===== src/rtl/ddr3_dq_rx_delay_trainer_if.sv =====
`default_nettype none
// ============================================================================
//  Module      : ddr3_dq_rx_delay_trainer_if
//  Description : Lane-side bundle for the DQ/DQS receive delay trainer:
//                training control/status plus the input IOD delay-line
//                controls and read data.
//  Revision    : 1.0 - initial release
// ============================================================================
interface ddr3_dq_rx_delay_trainer_if #(
    parameter int RX_WIDTH = 4
);
    logic                train_start;
    logic [RX_WIDTH-1:0] rx_data_0;
    logic                delay_line_out_of_range_0;
    logic                delay_line_load_0;
    logic                delay_line_move_0;
    logic                delay_line_direction_0;
    logic                train_busy;
    logic                train_done;
    logic                train_fail;
    logic [6:0]          tap_center;
    logic [7:0]          window_width;

    // Controller / IOD side: drives start, read data and end-stop flag
    modport master (
        output train_start, rx_data_0, delay_line_out_of_range_0,
        input  delay_line_load_0, delay_line_move_0, delay_line_direction_0,
        input  train_busy, train_done, train_fail, tap_center, window_width
    );

    // Trainer side
    modport slave (
        input  train_start, rx_data_0, delay_line_out_of_range_0,
        output delay_line_load_0, delay_line_move_0, delay_line_direction_0,
        output train_busy, train_done, train_fail, tap_center, window_width
    );
endinterface
`default_nettype wire


===== src/rtl/ddr3_dq_rx_delay_trainer.sv =====
`default_nettype none
// ============================================================================
//  Module      : ddr3_dq_rx_delay_trainer
//  Description : Read-leveling trainer for one DDR3 input IOD lane. Sweeps the
//                input delay line from tap 0, finds the longest run of taps
//                where every sampled word equals the read pattern, then
//                reloads the line and steps it to the centre of that run.
//  Revision    : 1.0 - initial release
// ============================================================================
module ddr3_dq_rx_delay_trainer #(
    parameter int                  RX_WIDTH   = 4,
    parameter int                  TAP_MAX    = 127,
    parameter int                  SETTLE_CYC = 8,
    parameter int                  SAMPLES    = 16,
    parameter logic [RX_WIDTH-1:0] PATTERN    = 4'b1010,
    parameter int                  MIN_WINDOW = 4
) (
    input  logic                     FAB_CLK,
    input  logic                     RX_SYNC_RST,
    ddr3_dq_rx_delay_trainer_if.slave bus
);

    localparam int c_CNT_MAX = (SETTLE_CYC > SAMPLES) ? SETTLE_CYC : SAMPLES;
    localparam int c_CNT_W   = $clog2(c_CNT_MAX) + 1;
    localparam logic [c_CNT_W-1:0] c_SETTLE_LAST = c_CNT_W'(SETTLE_CYC - 1);
    localparam logic [c_CNT_W-1:0] c_SAMPLE_LAST = c_CNT_W'(SAMPLES - 1);
    localparam logic [6:0]         c_TAP_MAX     = 7'(TAP_MAX);
    localparam logic [7:0]         c_MIN_WINDOW  = 8'(MIN_WINDOW);

    typedef enum logic [3:0] {
        S_IDLE    = 4'd0,
        S_LOAD    = 4'd1,
        S_SETTLE  = 4'd2,
        S_SAMPLE  = 4'd3,
        S_EVAL    = 4'd4,
        S_STEP    = 4'd5,
        S_CALC    = 4'd6,
        S_RELOAD  = 4'd7,
        S_CSETTLE = 4'd8,
        S_CMOVE   = 4'd9,
        S_FINISH  = 4'd10
    } state_t;

    state_t               r_state;
    logic [c_CNT_W-1:0]   r_cnt;
    logic [6:0]           r_tap;
    logic                 r_all_ok;
    logic                 r_run_open;
    logic [6:0]           r_run_start;
    logic [7:0]           r_run_len;
    logic [6:0]           r_best_start;
    logic [7:0]           r_best_len;
    logic [6:0]           r_target;
    logic [6:0]           r_move_cnt;
    logic                 r_load;
    logic                 r_move;
    logic                 r_dir;
    logic                 r_busy;
    logic                 r_done;
    logic                 r_fail;
    logic [6:0]           r_tap_center;
    logic [7:0]           r_window_width;

    // Run bookkeeping for the tap being evaluated. The candidate is the run
    // that would be closed this cycle: the old run on a failing tap, or the
    // extended/new run when the sweep ends on a passing tap.
    logic                 w_match;
    logic                 w_sweep_end;
    logic [7:0]           w_run_len_nxt;
    logic                 w_cand_valid;
    logic [7:0]           w_cand_len;
    logic [6:0]           w_cand_start;
    logic                 w_take_best;
    logic [6:0]           w_center;

    assign w_match       = (bus.rx_data_0 == PATTERN);
    assign w_sweep_end   = (r_tap == c_TAP_MAX) || bus.delay_line_out_of_range_0;
    assign w_run_len_nxt = r_run_open ? (r_run_len + 8'd1) : 8'd1;
    assign w_cand_valid  = r_all_ok | r_run_open;
    assign w_cand_len    = r_all_ok ? w_run_len_nxt : r_run_len;
    assign w_cand_start  = (r_all_ok && !r_run_open) ? r_tap : r_run_start;
    // Strict compare: an equally long later window never displaces the first
    assign w_take_best   = (!r_all_ok || w_sweep_end) && w_cand_valid &&
                           (w_cand_len > r_best_len);
    assign w_center      = r_best_start + 7'((r_best_len - 8'd1) >> 1);

    assign bus.delay_line_load_0      = r_load;
    assign bus.delay_line_move_0      = r_move;
    assign bus.delay_line_direction_0 = r_dir;
    assign bus.train_busy             = r_busy;
    assign bus.train_done             = r_done;
    assign bus.train_fail             = r_fail;
    assign bus.tap_center             = r_tap_center;
    assign bus.window_width           = r_window_width;

    // Training sequencer: sweep, window tracking, centring; all outputs registered
    always_ff @(posedge FAB_CLK) begin
        if (RX_SYNC_RST) begin
            r_state        <= S_IDLE;
            r_cnt          <= '0;
            r_tap          <= '0;
            r_all_ok       <= 1'b0;
            r_run_open     <= 1'b0;
            r_run_start    <= '0;
            r_run_len      <= '0;
            r_best_start   <= '0;
            r_best_len     <= '0;
            r_target       <= '0;
            r_move_cnt     <= '0;
            r_load         <= 1'b0;
            r_move         <= 1'b0;
            r_dir          <= 1'b0;
            r_busy         <= 1'b0;
            r_done         <= 1'b0;
            r_fail         <= 1'b0;
            r_tap_center   <= '0;
            r_window_width <= '0;
        end else begin
            r_load <= 1'b0;
            r_move <= 1'b0;
            r_dir  <= 1'b1;
            case (r_state)
                S_IDLE: begin
                    if (bus.train_start) begin
                        r_state        <= S_LOAD;
                        r_busy         <= 1'b1;
                        r_done         <= 1'b0;
                        r_fail         <= 1'b0;
                        r_tap          <= '0;
                        r_cnt          <= '0;
                        r_run_open     <= 1'b0;
                        r_run_start    <= '0;
                        r_run_len      <= '0;
                        r_best_start   <= '0;
                        r_best_len     <= '0;
                        r_tap_center   <= '0;
                        r_window_width <= '0;
                    end
                end
                S_LOAD: begin
                    r_load  <= 1'b1;
                    r_cnt   <= '0;
                    r_state <= S_SETTLE;
                end
                S_SETTLE: begin
                    if (r_cnt == c_SETTLE_LAST) begin
                        r_cnt    <= '0;
                        r_all_ok <= 1'b1;
                        r_state  <= S_SAMPLE;
                    end else begin
                        r_cnt <= r_cnt + 1'b1;
                    end
                end
                S_SAMPLE: begin
                    r_all_ok <= r_all_ok & w_match;
                    if (r_cnt == c_SAMPLE_LAST) begin
                        r_cnt   <= '0;
                        r_state <= S_EVAL;
                    end else begin
                        r_cnt <= r_cnt + 1'b1;
                    end
                end
                S_EVAL: begin
                    r_run_open  <= r_all_ok && !w_sweep_end;
                    r_run_len   <= r_all_ok ? w_run_len_nxt : 8'd0;
                    r_run_start <= w_cand_start;
                    if (w_take_best) begin
                        r_best_start <= w_cand_start;
                        r_best_len   <= w_cand_len;
                    end
                    r_state <= w_sweep_end ? S_CALC : S_STEP;
                end
                S_STEP: begin
                    r_move  <= 1'b1;
                    r_tap   <= r_tap + 7'd1;
                    r_state <= S_SETTLE;
                end
                S_CALC: begin
                    r_window_width <= r_best_len;
                    if (r_best_len < c_MIN_WINDOW) begin
                        r_fail   <= 1'b1;
                        r_target <= '0;
                    end else begin
                        r_target <= w_center;
                    end
                    r_state <= S_RELOAD;
                end
                S_RELOAD: begin
                    r_load     <= 1'b1;
                    r_move_cnt <= '0;
                    r_cnt      <= '0;
                    r_state    <= (r_target == 7'd0) ? S_CSETTLE : S_CMOVE;
                end
                S_CMOVE: begin
                    // Idle one cycle after the reload pulse and after every move
                    if (!r_load && !r_move) begin
                        if (bus.delay_line_out_of_range_0) begin
                            r_fail  <= 1'b1;
                            r_state <= S_CSETTLE;
                        end else begin
                            r_move     <= 1'b1;
                            r_move_cnt <= r_move_cnt + 7'd1;
                            if (r_move_cnt == r_target - 7'd1) begin
                                r_state <= S_CSETTLE;
                            end
                        end
                    end
                end
                S_CSETTLE: begin
                    if (r_cnt == c_SETTLE_LAST) begin
                        r_cnt   <= '0;
                        r_state <= S_FINISH;
                    end else begin
                        r_cnt <= r_cnt + 1'b1;
                    end
                end
                S_FINISH: begin
                    r_tap_center <= r_fail ? 7'd0 : r_target;
                    r_done       <= 1'b1;
                    r_busy       <= 1'b0;
                    r_state      <= S_IDLE;
                end
                default: r_state <= S_IDLE;
            endcase
        end
    end

endmodule
`default_nettype wire


===== src/flat_wrapper.sv =====
// flat-port wrapper written by rule: the top's interface ports become plain ports
module ddr3_dq_rx_delay_trainer_flat 
#(
    parameter int                  RX_WIDTH   = 4,
    parameter int                  TAP_MAX    = 127,
    parameter int                  SETTLE_CYC = 8,
    parameter int                  SAMPLES    = 16,
    parameter logic [RX_WIDTH-1:0] PATTERN    = 4'b1010,
    parameter int                  MIN_WINDOW = 4
)
  (FAB_CLK, RX_SYNC_RST, bus_train_start, bus_rx_data_0, bus_delay_line_out_of_range_0, bus_delay_line_load_0, bus_delay_line_move_0, bus_delay_line_direction_0, bus_train_busy, bus_train_done, bus_train_fail, bus_tap_center, bus_window_width);
  ddr3_dq_rx_delay_trainer_if #(.RX_WIDTH(RX_WIDTH)) bus_i ();
  input  logic FAB_CLK;
  input  logic RX_SYNC_RST;
  input wire logic [$bits(bus_i.train_start)-1:0] bus_train_start;
  input wire logic [$bits(bus_i.rx_data_0)-1:0] bus_rx_data_0;
  input wire logic [$bits(bus_i.delay_line_out_of_range_0)-1:0] bus_delay_line_out_of_range_0;
  output wire logic [$bits(bus_i.delay_line_load_0)-1:0] bus_delay_line_load_0;
  output wire logic [$bits(bus_i.delay_line_move_0)-1:0] bus_delay_line_move_0;
  output wire logic [$bits(bus_i.delay_line_direction_0)-1:0] bus_delay_line_direction_0;
  output wire logic [$bits(bus_i.train_busy)-1:0] bus_train_busy;
  output wire logic [$bits(bus_i.train_done)-1:0] bus_train_done;
  output wire logic [$bits(bus_i.train_fail)-1:0] bus_train_fail;
  output wire logic [$bits(bus_i.tap_center)-1:0] bus_tap_center;
  output wire logic [$bits(bus_i.window_width)-1:0] bus_window_width;
  assign bus_i.train_start = bus_train_start;
  assign bus_i.rx_data_0 = bus_rx_data_0;
  assign bus_i.delay_line_out_of_range_0 = bus_delay_line_out_of_range_0;
  assign bus_delay_line_load_0 = bus_i.delay_line_load_0;
  assign bus_delay_line_move_0 = bus_i.delay_line_move_0;
  assign bus_delay_line_direction_0 = bus_i.delay_line_direction_0;
  assign bus_train_busy = bus_i.train_busy;
  assign bus_train_done = bus_i.train_done;
  assign bus_train_fail = bus_i.train_fail;
  assign bus_tap_center = bus_i.tap_center;
  assign bus_window_width = bus_i.window_width;
  ddr3_dq_rx_delay_trainer #(.RX_WIDTH(RX_WIDTH), .TAP_MAX(TAP_MAX), .SETTLE_CYC(SETTLE_CYC), .SAMPLES(SAMPLES), .PATTERN(PATTERN), .MIN_WINDOW(MIN_WINDOW)) u_core (.FAB_CLK(FAB_CLK), .RX_SYNC_RST(RX_SYNC_RST), .bus(bus_i));
endmodule

===== config.mk =====
export PLATFORM = sky130hd
export DESIGN_NAME = ddr3_dq_rx_delay_trainer_flat
export DESIGN_NICKNAME = d
export VERILOG_FILES = /design/src/rtl/ddr3_dq_rx_delay_trainer_if.sv /design/src/rtl/ddr3_dq_rx_delay_trainer.sv /design/src/flat_wrapper.sv
export SDC_FILE = /design/constraint.sdc
export NUM_CORES = 1
export LEC_CHECK = 0
export BUFFER_PORTS_ARGS = -buffer_cell sky130_fd_sc_hd__buf_4
export CAP_MARGIN = 5
export CORE_MARGIN = 1.5
export CORE_UTILIZATION = 40
export DETAILED_ROUTE_END_ITERATION = 6
export MAX_ROUTING_LAYER = met4
export PLACE_DENSITY_LB_ADDON = 0.15
export SLEW_MARGIN = 20
export SYNTH_ARGS = -nofsm -noshare
export SYNTH_HDL_FRONTEND = slang
export SYNTH_SLANG_ARGS = --single-unit
export TNS_END_PERCENT = 10

===== constraint.sdc =====
create_clock -name FAB_CLK -period 7.85 [get_ports FAB_CLK]
set_input_delay 0.3925 -clock FAB_CLK [delete_from_list [all_inputs] [get_ports FAB_CLK]]
set_output_delay 0.3925 -clock FAB_CLK [all_outputs]
set_load 0.005 [all_outputs]

== Word-level counts from Yosys, hierarchy flattened ==
Index checks and enable logic that the tools add are counted.
Word-level totals
  bits in registers: 83
  input bits: 8
  word-level logic and storage cells: 140
Operators by class
  add/sub/neg operators: 7
  $lt $le $gt $ge: 2
  equal/unequal tests: 25
  muxes and demuxes: 50
  bitwise operators: 2
  reduce and logical (&&, ||, !) cells: 35
Operators by type and width (number)
  $pmux 7 s2: 5
  $mux 7: 7
  $pmux 8 s2: 3
  $mux 8: 5
  $pmux 4 s9: 1
  $mux 4: 7
  $pmux 5 s4: 1
  $eq 4x3->1 const B: 4
  $eq 4x4->1 const B: 4
  $mux 5: 3
  $add 7x1->7 const B: 2
  $ne 2x1->1 const B: 6
  $reduce_and 2->1: 6
  $reduce_bool 2->1: 6
  $mux 1: 11
  $pmux 1 s2: 5
  $add 8x1->8 const B: 1
  $eq 4x2->1 const B: 2
  $gt 8x8->1: 1
  $lt 8x3->1 const B: 1
  $sub 8x1->8 const B: 1
  $add 7x7->7: 1
  $eq 7x7->1: 1
  $eq 7x7->1 const B: 1
  22 further kinds: 36

== Depth between registers and ports, before layout ==
  depth after elaboration: 7
  mapped depth: 14
  depth with buffers taken out: 13

== Worst setup path after synthesis ==
No wires, ideal clock.
  path kind: register to register
  start: reg u_core.r_run_len[0]
  end: reg u_core.r_best_start[3]
  library setup time: 0.131 ns
  arrival time: 2.361 ns
  data required time: 7.719 ns
  path slack: 5.358 ns
  cell stages (with the launch flop): 12
  cells stage by stage: dfxtp_1 > nand3_1 > or3_1 > o311ai_1 > ha_1 > nand4_1 > o221ai_1 > a21oi_1 > o21ai_0 > clkbuf_1 > nand4_1 > o31ai_1
On the way
  cells in the longest elaborated chain, start to end: 7
Ends and longest elaborated chain
  start, declared: RTL line ddr3_dq_rx_delay_trainer.sv:50  | logic [7:0] r_run_len;
  start signal, assigned: RTL line ddr3_dq_rx_delay_trainer.sv:165  | r_run_len <= r_all_ok ? w_run_len_nxt : 8'd0;
  $add 8x1->8: RTL line ddr3_dq_rx_delay_trainer.sv:78  | assign w_run_len_nxt = r_run_open ? (r_run_len + 8'd1) : 8'd1;
  $mux 8: RTL line ddr3_dq_rx_delay_trainer.sv:78
  $mux 8 *: RTL line ddr3_dq_rx_delay_trainer.sv:80  | assign w_cand_len = r_all_ok ? w_run_len_nxt : r_run_len;
  $gt 8x8->1 *: RTL line ddr3_dq_rx_delay_trainer.sv:84  | (w_cand_len > r_best_len);
  $logic_and 1x1->1 *: RTL line ddr3_dq_rx_delay_trainer.sv:83  | assign w_take_best = (!r_all_ok || w_sweep_end) && w_cand_valid &&
  $ne 2x1->1 (no line) *
  $reduce_and 3->1 (no line) *
  end signal, assigned: RTL line ddr3_dq_rx_delay_trainer.sv:168  | r_best_start <= w_cand_start;
  end, declared: RTL line ddr3_dq_rx_delay_trainer.sv:51  | logic [6:0] r_best_start;
Every way passes the cells marked *; elsewhere a longest branch is shown, timed or not.
A chain may end at the register's enable or synchronous reset.

== Worst setup path in the final report ==
  start: reg u_core.r_all_ok
  end: reg u_core.r_best_len[6]
On the way
  cells in the longest elaborated chain, start to end: 6
Ends and longest elaborated chain
  start, declared: RTL line ddr3_dq_rx_delay_trainer.sv:47  | logic r_all_ok;
  start signal, assigned: RTL line ddr3_dq_rx_delay_trainer.sv:155  | r_all_ok <= r_all_ok & w_match;
  branches (longest 6 deep; another with $gt 8x8->1)
  end signal, assigned: RTL line ddr3_dq_rx_delay_trainer.sv:169  | r_best_len <= w_cand_len;
  end, declared: RTL line ddr3_dq_rx_delay_trainer.sv:52  | logic [7:0] r_best_len;
Several ways; the timed one is not identified. The select of a mux whose other input is x is not followed.

==> summary.md <==
| Metric | Value |
|---|---|
| Status | completed |
| N_diodes | 0 |
| Via count | a little under 4,000 |
| CP Cell Sequence | nand2_1 -> o311ai_1 -> ha_1 -> a21oi_1 -> o21ai_0 -> o21ai_1 -> nand2_1 -> a41o_1 |
| Worst-skew pair later-pin latency | 340 ps |
| Cell repeated most along the worst path | nand2_1 |
| Total CTS buffers | 9 |
| Slowest cell on crit path | dfxtp_1 |
| # rows | 38 |
| Final period utilization | between 40% and 50% |
| Cts hold-fix bufs | 0 |
| Post-CTS Setup Inserts | 0 |
| Clock Skews | 12.6 ps |
| Hpwl dp | approximately 7900 microns |
| Initial antenna violation count | 0 |
| Die height | between 100 and 150 microns |
| Flops & latches, synth | slightly above 80 |
| Vias in the first global route | between 3,000 and 4,000 |
| Sequential share of the synthesized area | 36.8% |
| Largest net degree at the start of global routing | 72 |
| Clock-pin slew on the worst setup and hold paths | 70 ps |
| IO Pins | 29 |
| Rel. slew slack | 31.2% |
| TritonCTS clock tree | yes |
| Commonest cells after routing, fill and taps aside | dfxtp_1 (83), nor2_1 (60), nand2_1 (57), a21oi_1 (44), nand3_1 (33) |
| Gates resized, CTS repair | 0 |
| Netlist cell types | 57 |
| Total negative setup slack | 0 ps |
| Post-Synthesis Cells | ~560 |
| Initial DRC Count | ~260 |
| Final setup fails | 0 |
| Antenna-violating nets left | 0 |
| Total global-route track usage | 19.8% |
| Layout net count | roughly 600 |
| Post-synth EDFFs | 0 |
| Drt drc | 0 |
| P_leak | between 1.5 and 2 nW |
| Syn Area/Cell | ~8.1 sq um |
| Worst stage delay on the critical path | about 700 ps |
| Routed wire length | 11,000 microns |
| Hold Path Class | in -> reg |
| Layout area overhead | 12.4% |
| First-pass GRT wire length | about 18,000 microns |
| CP max FO | 18 |
| Peak VDD IR | approximately 130 uV |
| Max-cap violations | 0 |
| Die extent in x | 109 microns |
| CTS root buffer | clkbuf_16 |
| WL/cell | approximately 15 microns |
| Overflow after GRT | 0 |
| Least-Margin Pin Slew | between 1000 and 1500 ps |
| Share of cells above drive strength 1 | 10.4% |
| Synthesized net count | 590 |
| Area of the core | 10,900 sq um |
| RSZ-0062 raised after global routing | no |
| Final Hold Viols | 0 |
| CP Capture Type | flip-flop |
| 1st-pass router iterations | 4 |
| Top_reg_cell synth | dfxtp_1 |
| IO Port Bufs | 28 |
| Crit path DAT | approximately 3600 ps |
| Die ar. | 11,900 sq um |
| Post-layout minimum cycle time | ~3400 ps |
| Worst Path Required | 8080 ps |
| Cell Area, Synth | 4520 sq um |
| Commonest non-fill, non-tap cell in the layout | dfxtp_1 |
| Max Root-Sink Buffers | 2 |
| Slew Viols, Final | 0 |
| Via density | 5.54 |
| Fmax | between 0.2 and 0.3 GHz |
| Crit path kind | reg -> reg |
| Ys Warns | 0 |
| Core Util, Final | approximately 46% |
| Pwr per Cell Area | 213 nW/um^2 |
| Initial core utilization | 41.3% |
| Crit start category | flip-flop |
| H-tree levels | 3 |
| # clock sinks | between 80 and 90 |
| Post-synth ARST share | 0% |
| Final Wtd Congestion | just over 0.8 |
## stage by stage
| stage | power (mW) | cell area, sq um | std cells | setup WS [ps] | hold slack, ps |
|---|---|---|---|---|---|
| CTS | 1.09 | 5080 | 715 | 4190 | 425 |
| finish | 1.08 | 5080 | 715 | 4460 | 427 |
| detailed placement | 0.686 | 4790 | 699 | 4180 | 448 |
| global route | 1.13 | 5080 | 715 | 4110 | 449 |
| global placement | 0.683 | 4790 | 699 | 4310 | 439 |
| floorplan | 0.631 | 4520 | 559 | 5360 | 432 |
## per-layer routing
| layer | track usage, % | up-vias | part of all wire, % |
|---|---|---|---|
| li1 | - | 2027 | - |
| met1 | 26.5 | 1866 | 50 |
| met2 | 31.5 | 62 | 46 |
| met3 | 2.37 | 8 | 3.4 |
| met4 | 5.57 | 0 | 0.87 |
| met5 | - | - | 0 |
## synthesized netlist by cell type, types with 9 or more instances
cell type / instances / area, sq um
clkbuf_1: 20 / 75.1
nor2b_1: 9 / 56.3
inv_1: 25 / 93.8
ha_1: 22 / 275
a22oi_1: 15 / 113
nor2_1: 60 / 225
nor3_1: 22 / 110
nand4_1: 13 / 81.3
dfxtp_1: 83 / 1660
o31ai_1: 11 / 82.6
nand2_1: 57 / 214
nand3_1: 33 / 165
xnor2_1: 23 / 201
a21oi_1: 44 / 220
o21ai_0: 21 / 105
## layout make-up
cell class / count / area, sq um
Clock buffer: 10 / 239
Clock inverter: 6 / 48.8
Fill cell: 1098 / 5850
Inverter: 25 / 93.8
Multi-Input combinational cell: 422 / 2650
Sequential cell: 83 / 1660
Tap cell: 140 / 175
Timing Repair Buffer: 29 / 218
## critical path, delay by kind of cell (launching register included)
| kind | cells | cell delay, ps |
|---|---|---|
| AOI/OAI and AO/OA | 5 | 1710 |
| adders and majority gates | 1 | 350 |
| and+or+nand+nor | 2 | 530 |
| DFF | 1 | 690 |
## flip-flops by register name, summed over array words and instances, names as in the netlist, 5 cells and up
name,flops
u_core.r_tap,7
u_core.r_best_start,7
u_core.r_cnt,5
u_core.r_run_start,7
u_core.r_best_len,8
u_core.r_move_cnt,7
u_core.r_run_len,8
u_core.r_target,7
u_core.bus.window_width,8
u_core.bus.tap_center,7
## where the power goes
group / internal (mW) / total (mW) / leakage, nW / switching (mW)
registers: 0.435 / 0.475 / 0.670 / 0.0405
clock network: 0.226 / 0.406 / 0.132 / 0.180
logic: 0.0660 / 0.202 / 1.06 / 0.136
## cell families (layout without fill, tap and decap cells)
kind of cell	count (synthesis)	in the layout	share of synthesized area, %
xor gates and xnor gates	31	31	6.31
AOI/OAI and AO/OA	132	132	19.2
adders and majority gates	23	23	6.53
and+or+nand+nor	227	227	24.3
muxes	9	9	2.19
DFF	83	83	36.8
buffers and inverters	54	70	4.71
## worst paths after layout
check	end	cells after the start	start	slack, ps
min reg2reg	u_core.r_run_start[5]	2	u_core.r_run_start[5]	450
max	u_core.r_best_len[6]	8	u_core.r_all_ok	4460
min	u_core.r_state[0]	4	bus_delay_line_out_of_range_0	430
max reg2reg	u_core.r_best_len[6]	8	u_core.r_all_ok	4460
(Power assumes the default switching activity.)
